[src/rtl/aes_dec_pkg.sv]
// Shared types, constants and GF(2^8) helpers for the AES decryption datapath.
package aes_dec_pkg;

  localparam int unsigned STATE_W = 128;
  localparam int unsigned COL_W   = 32;
  localparam int unsigned BYTE_W  = 8;

  typedef logic [STATE_W-1:0] state_t;
  typedef logic [COL_W-1:0]   col_t;
  typedef logic [BYTE_W-1:0]  byte_t;

  typedef enum logic [1:0] {IDLE, MIX, DONE} fsm_t;

  // InvMixColumns matrix coefficients (first row order: 0e 0b 0d 09)
  localparam byte_t COEF_E = 8'h0e;
  localparam byte_t COEF_B = 8'h0b;
  localparam byte_t COEF_D = 8'h0d;
  localparam byte_t COEF_9 = 8'h09;

  // Multiply by 02 modulo x^8 + x^4 + x^3 + x + 1
  function automatic byte_t xtime(input byte_t b);
    return {b[6:0], 1'b0} ^ (b[7] ? 8'h1b : 8'h00);
  endfunction

endpackage

[src/rtl/inv_mix_word.sv]
// Combinational InvMixColumns transform of one 32-bit column (a0 = MSB byte).
module inv_mix_word
  import aes_dec_pkg::*;
(
  input  col_t col,
  output col_t mixed
);

  // Constant multiply from an xtime chain; coefficients only use bits 0..3.
  function automatic byte_t mul(input byte_t b, input byte_t coef);
    byte_t b2, b4, b8;
    b2 = xtime(b);
    b4 = xtime(b2);
    b8 = xtime(b4);
    return (coef[0] ? b  : 8'h00) ^ (coef[1] ? b2 : 8'h00) ^
           (coef[2] ? b4 : 8'h00) ^ (coef[3] ? b8 : 8'h00);
  endfunction

  byte_t a0, a1, a2, a3;
  byte_t r0, r1, r2, r3;

  assign a0 = col[31:24];
  assign a1 = col[23:16];
  assign a2 = col[15:8];
  assign a3 = col[7:0];

  assign r0 = mul(a0, COEF_E) ^ mul(a1, COEF_B) ^ mul(a2, COEF_D) ^ mul(a3, COEF_9);
  assign r1 = mul(a0, COEF_9) ^ mul(a1, COEF_E) ^ mul(a2, COEF_B) ^ mul(a3, COEF_D);
  assign r2 = mul(a0, COEF_D) ^ mul(a1, COEF_9) ^ mul(a2, COEF_E) ^ mul(a3, COEF_B);
  assign r3 = mul(a0, COEF_B) ^ mul(a1, COEF_D) ^ mul(a2, COEF_9) ^ mul(a3, COEF_E);

  assign mixed = {r0, r1, r2, r3};

endmodule

[src/rtl/inv_mixcol_sequencer.sv]
// AddRoundKey + InvMixColumns stage with valid/ready handshakes on both sides.
// Default build: one shared column mixer, one column per cycle.
// Define INV_MIXCOL_PARALLEL_EN for four mixers and a single-cycle MIX state.
module inv_mixcol_sequencer
  import aes_dec_pkg::*;
#(
  parameter int unsigned NUM_COLS = 4,
  parameter int unsigned OUT_HOLD = 1
) (
  input  logic               clk,
  input  logic               rst,
  input  logic               in_valid,
  output logic               in_ready,
  input  logic [STATE_W-1:0] in_state,
  input  logic [STATE_W-1:0] in_key,
  input  logic               in_skip_mix,
  output logic               out_valid,
  input  logic               out_ready,
  output logic [STATE_W-1:0] out_state,
  output logic               busy
);

  fsm_t state;

  // Packed column views: index 3 holds column 0 (the MSB word).
  logic [NUM_COLS-1:0][COL_W-1:0] st_reg;
  logic [NUM_COLS-1:0][COL_W-1:0] res;

  assign out_state = res;
  assign busy      = (state != IDLE);
  // Reset forces IDLE asynchronously, so gate with rst to keep in_ready low.
  assign in_ready  = (state == IDLE) && !rst;

`ifdef INV_MIXCOL_PARALLEL_EN
  col_t mix_par [NUM_COLS];

  for (genvar g = 0; g < NUM_COLS; g++) begin : g_mix
    inv_mix_word u_mix (
      .col   (st_reg[g]),
      .mixed (mix_par[g])
    );
  end
`else
  logic [1:0] col_cnt;
  col_t       mix_in;
  col_t       mix_out;

  assign mix_in = st_reg[2'd3 - col_cnt];

  inv_mix_word u_mix (
    .col   (mix_in),
    .mixed (mix_out)
  );
`endif

  // Sequencer FSM: accept, mix columns, hold result until downstream takes it.
  always_ff @(posedge clk or posedge rst) begin
    if (rst) begin
      state     <= IDLE;
      st_reg    <= '0;
      res       <= '0;
      out_valid <= 1'b0;
`ifndef INV_MIXCOL_PARALLEL_EN
      col_cnt   <= 2'd0;
`endif
    end else begin
      unique case (state)
        IDLE: begin
          if (in_valid) begin
            st_reg  <= in_state ^ in_key;
`ifndef INV_MIXCOL_PARALLEL_EN
            col_cnt <= 2'd0;
`endif
            if (in_skip_mix) begin
              res   <= in_state ^ in_key;
              state <= DONE;
            end else begin
              state <= MIX;
            end
          end
        end
        MIX: begin
`ifdef INV_MIXCOL_PARALLEL_EN
          for (int g = 0; g < NUM_COLS; g++) begin
            res[g] <= mix_par[g];
          end
          state     <= DONE;
          out_valid <= 1'b1;
`else
          res[2'd3 - col_cnt] <= mix_out;
          if (col_cnt == 2'd3) begin
            state     <= DONE;
            out_valid <= 1'b1;
          end else begin
            col_cnt <= col_cnt + 2'd1;
          end
`endif
        end
        DONE: begin
          // Skip path arrives with out_valid low; it rises one cycle later.
          if (out_valid && out_ready) begin
            state     <= IDLE;
            out_valid <= 1'b0;
            if (OUT_HOLD == 0) res <= '0;
          end else begin
            out_valid <= 1'b1;
          end
        end
        default: state <= IDLE;
      endcase
    end
  end

endmodule

[config.mk]
export PLATFORM = sky130hd
export DESIGN_NAME = inv_mixcol_sequencer
export DESIGN_NICKNAME = d
export VERILOG_FILES = /design/src/rtl/aes_dec_pkg.sv /design/src/rtl/inv_mix_word.sv /design/src/rtl/inv_mixcol_sequencer.sv
export SDC_FILE = /design/constraint.sdc
export NUM_CORES = 1
export LEC_CHECK = 0
export ABC_AREA = 1
export CAP_MARGIN = 20
export CORE_MARGIN = 1.5
export CORE_UTILIZATION = 25
export DETAILED_ROUTE_END_ITERATION = 7
export PLACE_DENSITY = 0.46
export SETUP_SLACK_MARGIN = 0.2
export SYNTH_ARGS = -nofsm -noshare
export SYNTH_HDL_FRONTEND = slang
export SYNTH_SLANG_ARGS = --single-unit
[constraint.sdc]
create_clock -name clk -period 18.5 [get_ports clk]
set_input_delay 3.7 -clock clk [delete_from_list [all_inputs] [get_ports clk]]
set_output_delay 3.7 -clock clk [all_outputs]
set_load 0.005 [all_outputs]
==> results.toml <==
[run_status]
status = "complete, no violations"

[route]
vias = 18180
drc = 0
drt-pass1-iter-count = 8
post_drt_wl_per_cell_um = 20.11
ant_nets = 0
wl_um = 78170
first_iter_violations = 1275
vias_per_cell = 4.676

[worst_setup_path]
cp-endpoint = "in_ready"
crit_type = "in -> out"
worstPathRequired_ns = 14.80
r2r-start = "col_cnt[0]"
critPathTopFamily = "buffers and inverters"
cp.buffers_inverters = 2
crit_path_frequent_cell = "clkdlybuf4s50_1"
r2r_setup_slack_ns = 14.38
cp.arrival_ns = 4.85
crit_chain = "clkdlybuf4s50_1 -> nor2_1 -> clkdlybuf4s50_1"
cp-start-kind = "primary input"
rr_endpoint = "out_state[99]"
cp_num_cells = 3
cp_max_fo = 2
ff2ff_path_depth = 16
crit_slowest_cell = "clkdlybuf4s50_1"
slowest_delay_ns = 0.51
crit_start = "rst"
critPathCaptureType = "output pin"

[placed_design]
gp_congestion = 0.9641
pre_cts_slack_ns = 9.942
place_area_mm2 = 0.02228
portBuffers = 391
dp_hpwl_um = 58840

[logic_synthesis]
yosys.cell_types.count = 31
synth_top_cell_by_area = "dfrtp_1"
ys_seq_elements = 261
syn_area_mm2 = 0.01751
yosysWarnings = 0
yosysTopAreaCellShare = 0.3731
ys_seq_area_frac = 0.3731
syn-num-nets = 2858
synth.avg_cell_area_um2 = 6.752
synth_cells = 2593
synth_area_leaders = "dfrtp_1 (37%), nand2_1 (19%), nor2_1 (8.6%)"

[clocking]
cts_setup_buffers = 0
numCtsBuffers = 35
ctsHoldBuffers = 0
cts.repair.resized = 0
cts_tree = "built"
cts.sinks = 261
htreeDepth = 2
cts_buffer_depth = 3
clkTransAtPathRegs_ns = 0.05
cts_root_buf = "clkbuf_16"
insertion_delay_ns = 0.57

[timing]
slew_violations = 0
fin_crit_ns = 8.554
worst_pin_slew_ns = 1.079
relSlewSlack = 0.2752
skew_ns = 0.03737
finalSetupTns_ns = 0
final.period_utilization = 0.4624
finalHoldViolCount = 0
rsz0062_at_grt = "false"
setup_ws_ns = 9.946
setup_viol = 0
fmax_mhz = 116.9

[grt]
grt_max_degree = 105
antenna_found_initial = 0
grt_first_pass_wirelength_um = 115700
grt_pass1_vias = 17850
overflow = 0
grtUsageTotal = 0.2181

[layout]
seqCellArea_mm2 = 0.006536
fin_area_mm2 = 0.02335
fin_util = 0.3387
drive_gt1_frac = 0.05108
nets = 3201
syn2layout_area_growth_pct = 33.39
final_common_cell = "nand2_1"
multi_input_area_mm2 = 0.01014
final_cell_mix = "nand2_1 (885), nor2_1 (397), clkdlybuf4s50_1 (391)"
diodes = 0
fillers = 7347

[run]
cap_violations = 0

[die]
ios = 392
die_h_um = 267.6
core_region_area_mm2 = 0.06895
rows = 96
start_util = 0.2539
dieWidth_um = 267.6
fp.dieArea_mm2 = 0.07162

[worst_hold_path]
hold_depth = 2
min_path_type = "reg -> reg"
## cells in the mapped netlist
cell type,number
nand2_1,886
nor2_1,402
nand3_1,272
dfrtp_1,261
xnor2_1,170
a21oi_1,129
o21ai_0,129
inv_1,92
clkbuf_1,66
nand2_2,56
xor2_1,49
buf_1,12
buf_4,11
buf_6,9
or2_1,8
buf_2,7
nand3b_1,6
nand3_2,5
ha_1,4
nand2_4,4
inv_2,2
nand4_1,2
o21ai_1,2
xnor2_2,2
a21o_1,1
clkinv_1,1
inv_8,1
nor2_2,1
o221ai_1,1
or2_2,1
xor2_2,1
## routing by layer
metal,global-route usage,part of all wire,up-vias
li1,-,-,8885
met4,0.05451,0.023,0
met1,0.2839,0.44,8682
met5,0,0,-
met2,0.3789,0.49,518
met3,0.02878,0.044,90
## worst min path at each step
stage                           from    endpoint  slack (ns)
final                     st_reg[41]  st_reg[41]        0.48
after global routing      st_reg[65]  st_reg[65]        0.50
after global placement    st_reg[41]  st_reg[41]        0.47
after CTS                 st_reg[77]  st_reg[77]        0.49
after floorplan           st_reg[20]  st_reg[20]        0.45
after detailed placement  st_reg[77]  st_reg[77]        0.47
## worst min-delay path, stage by stage (launching register included)
cell     delay [ns]
dfrtp_1        0.34
nand2_1        0.05
o21ai_0        0.06
## cell type report
cell class	count	share of cell area
tap	931	0.04988
inverter	96	0.01607
clock inverter	8	0.003965
timing repair buffer	411	0.1740
multi-input combinational	2131	0.4343
sequential	261	0.2799
clock buffer	49	0.04190
## cells by family after synthesis
| group | count (synthesis) | share of synthesized area |
|---|---|---|
| AOI/OAI and AO/OA | 262 | 0.07526 |
| xor gates and xnor gates | 222 | 0.1124 |
| adders and majority gates | 4 | 0.002859 |
| buffers and inverters | 201 | 0.05024 |
| DFF | 261 | 0.3731 |
| and+or+nand+nor | 1643 | 0.3862 |
## per-stage QoR
step | hold slack [ns] | instances
floorplan | 0.4529 | 2593
global placement | 0.4670 | 3830
detailed placement | 0.4729 | 3830
CTS | 0.4869 | 3887
global route | 0.4995 | 3887
finish | 0.4815 | 3887
Power is left out: the tool's default activity adds up to more than one toggle a clock period on the data nets, which glitch-free logic cannot reach.
==> RTL edit 1: new RTL, same settings <==
Set the parameter `OUT_HOLD` to 0 (it was 1).
--- a/src/rtl/inv_mixcol_sequencer.sv
+++ b/src/rtl/inv_mixcol_sequencer.sv
@@ -5,7 +5,7 @@
   import aes_dec_pkg::*;
 #(
   parameter int unsigned NUM_COLS = 4,
-  parameter int unsigned OUT_HOLD = 1
+  parameter int unsigned OUT_HOLD = 0
 ) (
   input  logic               clk,
   input  logic               rst,
Behaviour: not the same (Yosys sat finds a counterexample within 4 cycles, from zero or initial values and one cycle with rst high).
==> RTL edit 1 against the unedited design <==
  * Synthesized cell count up 14%
  * Register-to-register slack worse by 0.50 ns
  * Global-route usage up 0.85 points
  * Synthesized area up 10%
  * Final area up 8.2%
  * Highest routed layer is now met5
  * Worst setup slack worse by 0.0041 ns
  * Sequential cell count unchanged
  * Critical endpoint unchanged
  * Routed wire length up 17%
  * Count of clock-buffer cells in the layout up 8
Power is not shown: default switching activity piles up to over one toggle a cycle in this logic, so the estimate is an artifact.
==> RTL edit 1: results (changes against the unedited design) <==
* Pre-antenna DRT Iters at 5 (-3)
* Synth area leaders: dfrtp_1 (34%), nand2_1 (21%), nor2_1 (11%)
* Share of cells above drive strength 1 at 0.0611 (+0.00998)
* Largest net degree at the start of global routing at 149 (+42%)
* Worst-path maximum fanout at 2 (unchanged)
* Least-Margin Pin Slew at 1.12 ns (+0.0395 ns)
* Synth Area in XOR/XNOR at 0.128 (+0.0159)
* Overall global routing resource usage at 0.227 (+0.00848)
* Cell Area, Placed at 0.0241 sq mm (+8.1%)
* Status: completed
* 1st-iter DRT viols at 1916 (+50%)
* Distinct cell type count after synthesis at 34 (+9.7%)
* WL final at 91100 um (+17%)
* Nets at 3550 (+11%)
* Synth warn at 0 (unchanged)
* Skew final at 0.0190 ns (-0.0184 ns)
* Global-route wire length before repair at 130000 um (+12%)
* Crit path arrival time at 4.86 ns (about the same)
* Synth Net Count at 3236 (+13%)
* Setup Fix Bufs, Post-CTS at 0 (unchanged)
* Clock latency on the worst-skew pair at 0.56 ns
* Clock Pin Slew Worst Setup and Hold Paths at 0.06 ns
* Post-CTS sizing at 0 (unchanged)
* Number of global-route vias before repair at 18400 (+2.8%)
* Post-synth top cells: nand2_1 (1091), nor2_1 (553), dfrtp_1 (261), nand3_1 (209), xnor2_1 (137)
* Clock Path Buffers at 3 (unchanged)
* Vias at 20000 (+10%)
* HPWL after DPL at 68400 um (+16%)
* Post-place setup slack at 9.94 ns (+0.00196 ns)
* Post-synthesis compound-gate area fraction at 0.0624 (-0.0129)
* Post-synthesis sequential area ratio at 0.339 (-0.0338)
* Initial antenna violation count at 2 (+2)
* Hold Path Class: flop to flop
* CTS Root Cell: clkbuf_16
* Adder-cell share of the synthesized area at 0.00520 (+0.00234)
* Placer congestion estimate at 0.972 (+0.85%)
## RTL edit 1: changes by cell type after synthesis, sizes merged, moves of 5 or more
cell | before | now
nand2 | 946 | 1157
nor2 | 403 | 553
xor2 | 50 | 119
inv | 95 | 114
nand3 | 277 | 219
o21ai | 131 | 136
xnor2 | 172 | 145
a21oi | 129 | 101
clkbuf | 66 | 98
## RTL edit 1: layout make-up
type / count / area (sq um)
Tap cell: 1030 / 1290
Inverter: 115 / 450
Timing Repair Buffer: 413 / 4090
Multi-Input combinational cell: 2455 / 11700
Sequential cell: 261 / 6530
Clock inverter: 7 / 53.8
Fill cell: 8333 / 50800
Clock buffer: 57 / 1120
## RTL edit 1: per-layer routing
metal	track usage	routed length, um	part of all wire	vias to the layer above
met5	0	29	0.00032	-
li1	-	-	-	9825
met4	0.0884	3720	0.041	4
met1	0.326	41700	0.46	9338
met3	0.0335	6080	0.067	119
met2	0.338	39600	0.43	724
## RTL edit 1: path summary, 6_finish.rpt
path / slack, ns / cells after the start / from / endpoint
max: 9.94 / 3 / rst / in_ready
min: 0.49 / 2 / st_reg[48] / st_reg[48]
max reg2reg: 13.88 / 14 / col_cnt[0] / out_state[18]
min reg2reg: 0.49 / 2 / st_reg[48] / st_reg[48]
max in group asynchronous: 13.27 / 3 / rst / out_state[109]
min in group asynchronous: 3.75 / 2 / rst / out_state[31]
## RTL edit 1: cell families (layout without fill, tap and decap cells)
kind of cell / after synthesis / in the layout
simple gates: 1944 / 1944
xor+xnor: 264 / 264
flops: 261 / 261
buf+inv: 251 / 592
compound gates: 239 / 239
fa+ha+maj: 8 / 8
## RTL edit 1: critical path: cells and delay by family
| family | cells | cell delay (ns) |
|---|---|---|
| buffers and inverters | 2 | 1.01 |
| and+or+nand+nor | 1 | 0.14 |
## RTL edit 1: stage by stage
step / cells / hold slack, ns
3_5_place_dp: 4274 / 0.471
3_3_place_gp: 4274 / 0.468
5_1_grt: 4338 / 0.501
6_report: 4338 / 0.487
4_1_cts: 4338 / 0.488
2_1_floorplan: 2967 / 0.449
==> RTL edit 2: new RTL, config.mk and constraints unchanged <==
Made on the original files. Reset style: synchronous (`rst`), changed in one clocked block. Comments in the files are not updated.
--- a/src/rtl/inv_mixcol_sequencer.sv
+++ b/src/rtl/inv_mixcol_sequencer.sv
@@ -54,7 +54,7 @@
 `endif
 
   // Sequencer FSM: accept, mix columns, hold result until downstream takes it.
-  always_ff @(posedge clk or posedge rst) begin
+  always_ff @(posedge clk) begin
     if (rst) begin
       state     <= IDLE;
       st_reg    <= '0;
Behaviour: not the same (a bounded check fails within 4 cycles, from zero or initial values and one cycle with rst high; the reset may be asserted at any time).
==> RTL edit 2 against the unedited design <==
  * Non-clock buffer count up 2
  * Synthesized area down 5.0%
  * Routed wire length up 5.8%
  * Final area down 4.8%
  * Die area down 4.9%
  * Worst setup slack worse by 0.12 ns
  * Sequential cell count unchanged
  * Global-route usage up 1.9 points
  * Final cell count down 5.3%
==> RTL edit 2: results (changes against the unedited design) <==
* Overall global routing resource usage at 0.237 (+0.0188)
* Multi-input logic area at 0.0105 sq mm (+3.3%)
* Clock buffer cells at 47 (-4.1%)
* TritonCTS Buffers at 34 (-2.9%)
* Placed Cells at 3627 (-5.3%)
* Worst-path maximum fanout at 7 (+5)
* Critical R2R Launch: col_cnt[1]
* Status: completed
* HPWL after DPL at 63800 um (+8.4%)
* Fill count at 7107 (-3.3%)
* Routed length on met3 at 2530 um (-27%)
* # Taps at 864 (-7.2%)
* Multi-input gates at 2000 (-6.1%)
* Share of cells above drive strength 1 at 0.0696 (+0.0185)
* Global-route wire length before repair at 118000 um (+1.6%)
* Metal-1 WL at 34900 um (+1.6%)
* Post-place setup slack at 9.83 ns (-0.110 ns)
* Placer congestion estimate at 0.961 (-0.28%)
* Synth area leaders: dfxtp_1 (31%), nand2_1 (14%), xor2_1 (11%)
* FF/Latch Area at 0.00523 sq mm (-20%)
* Distinct cell type count after synthesis at 35 (+13%)
* Number of global-route vias before repair at 17200 (-3.9%)
* Synth Net Count at 2747 (-3.9%)
* Vias at 17600 (-3.1%)
* Pre-antenna DRT Iters at 7 (-1)
* Cells after Synth at 2482 (-4.3%)
* FF+latch count at 261 (unchanged)
* Non-clk invs at 89 (-7.3%)
* Largest net degree at the start of global routing at 142 (+35%)
## RTL edit 2: metal layers
metal / vias up / GRT usage
met5: - / 0
met4: 0 / 0.0801
met3: 94 / 0.0215
met2: 412 / 0.431
met1: 8384 / 0.291
li1: 8722 / -
## RTL edit 2: critical path: cells and delay by family
family / cells / cell delay (ns)
buffers and inverters: 2 / 1.10
AND/OR/NAND/NOR: 1 / 0.17
## RTL edit 2: final timing paths
path	endpoint	slack [ns]	cells past startpoint
setup / recovery	in_ready	9.82	3
hold / removal	st_reg[54]	0.47	2
setup reg to reg	out_state[57]	14.53	15
hold reg to reg	st_reg[54]	0.47	2
## RTL edit 2: kinds of logic (layout without fill, tap and decap cells)
logic type / count (synthesis) / count (layout) / synth area share
fa+ha+maj: 4 / 4 / 0.00301
simple gates: 1182 / 1182 / 0.304
flops: 261 / 261 / 0.314
xor+xnor: 274 / 274 / 0.157
buf+inv: 221 / 555 / 0.0581
compound gates: 540 / 540 / 0.164
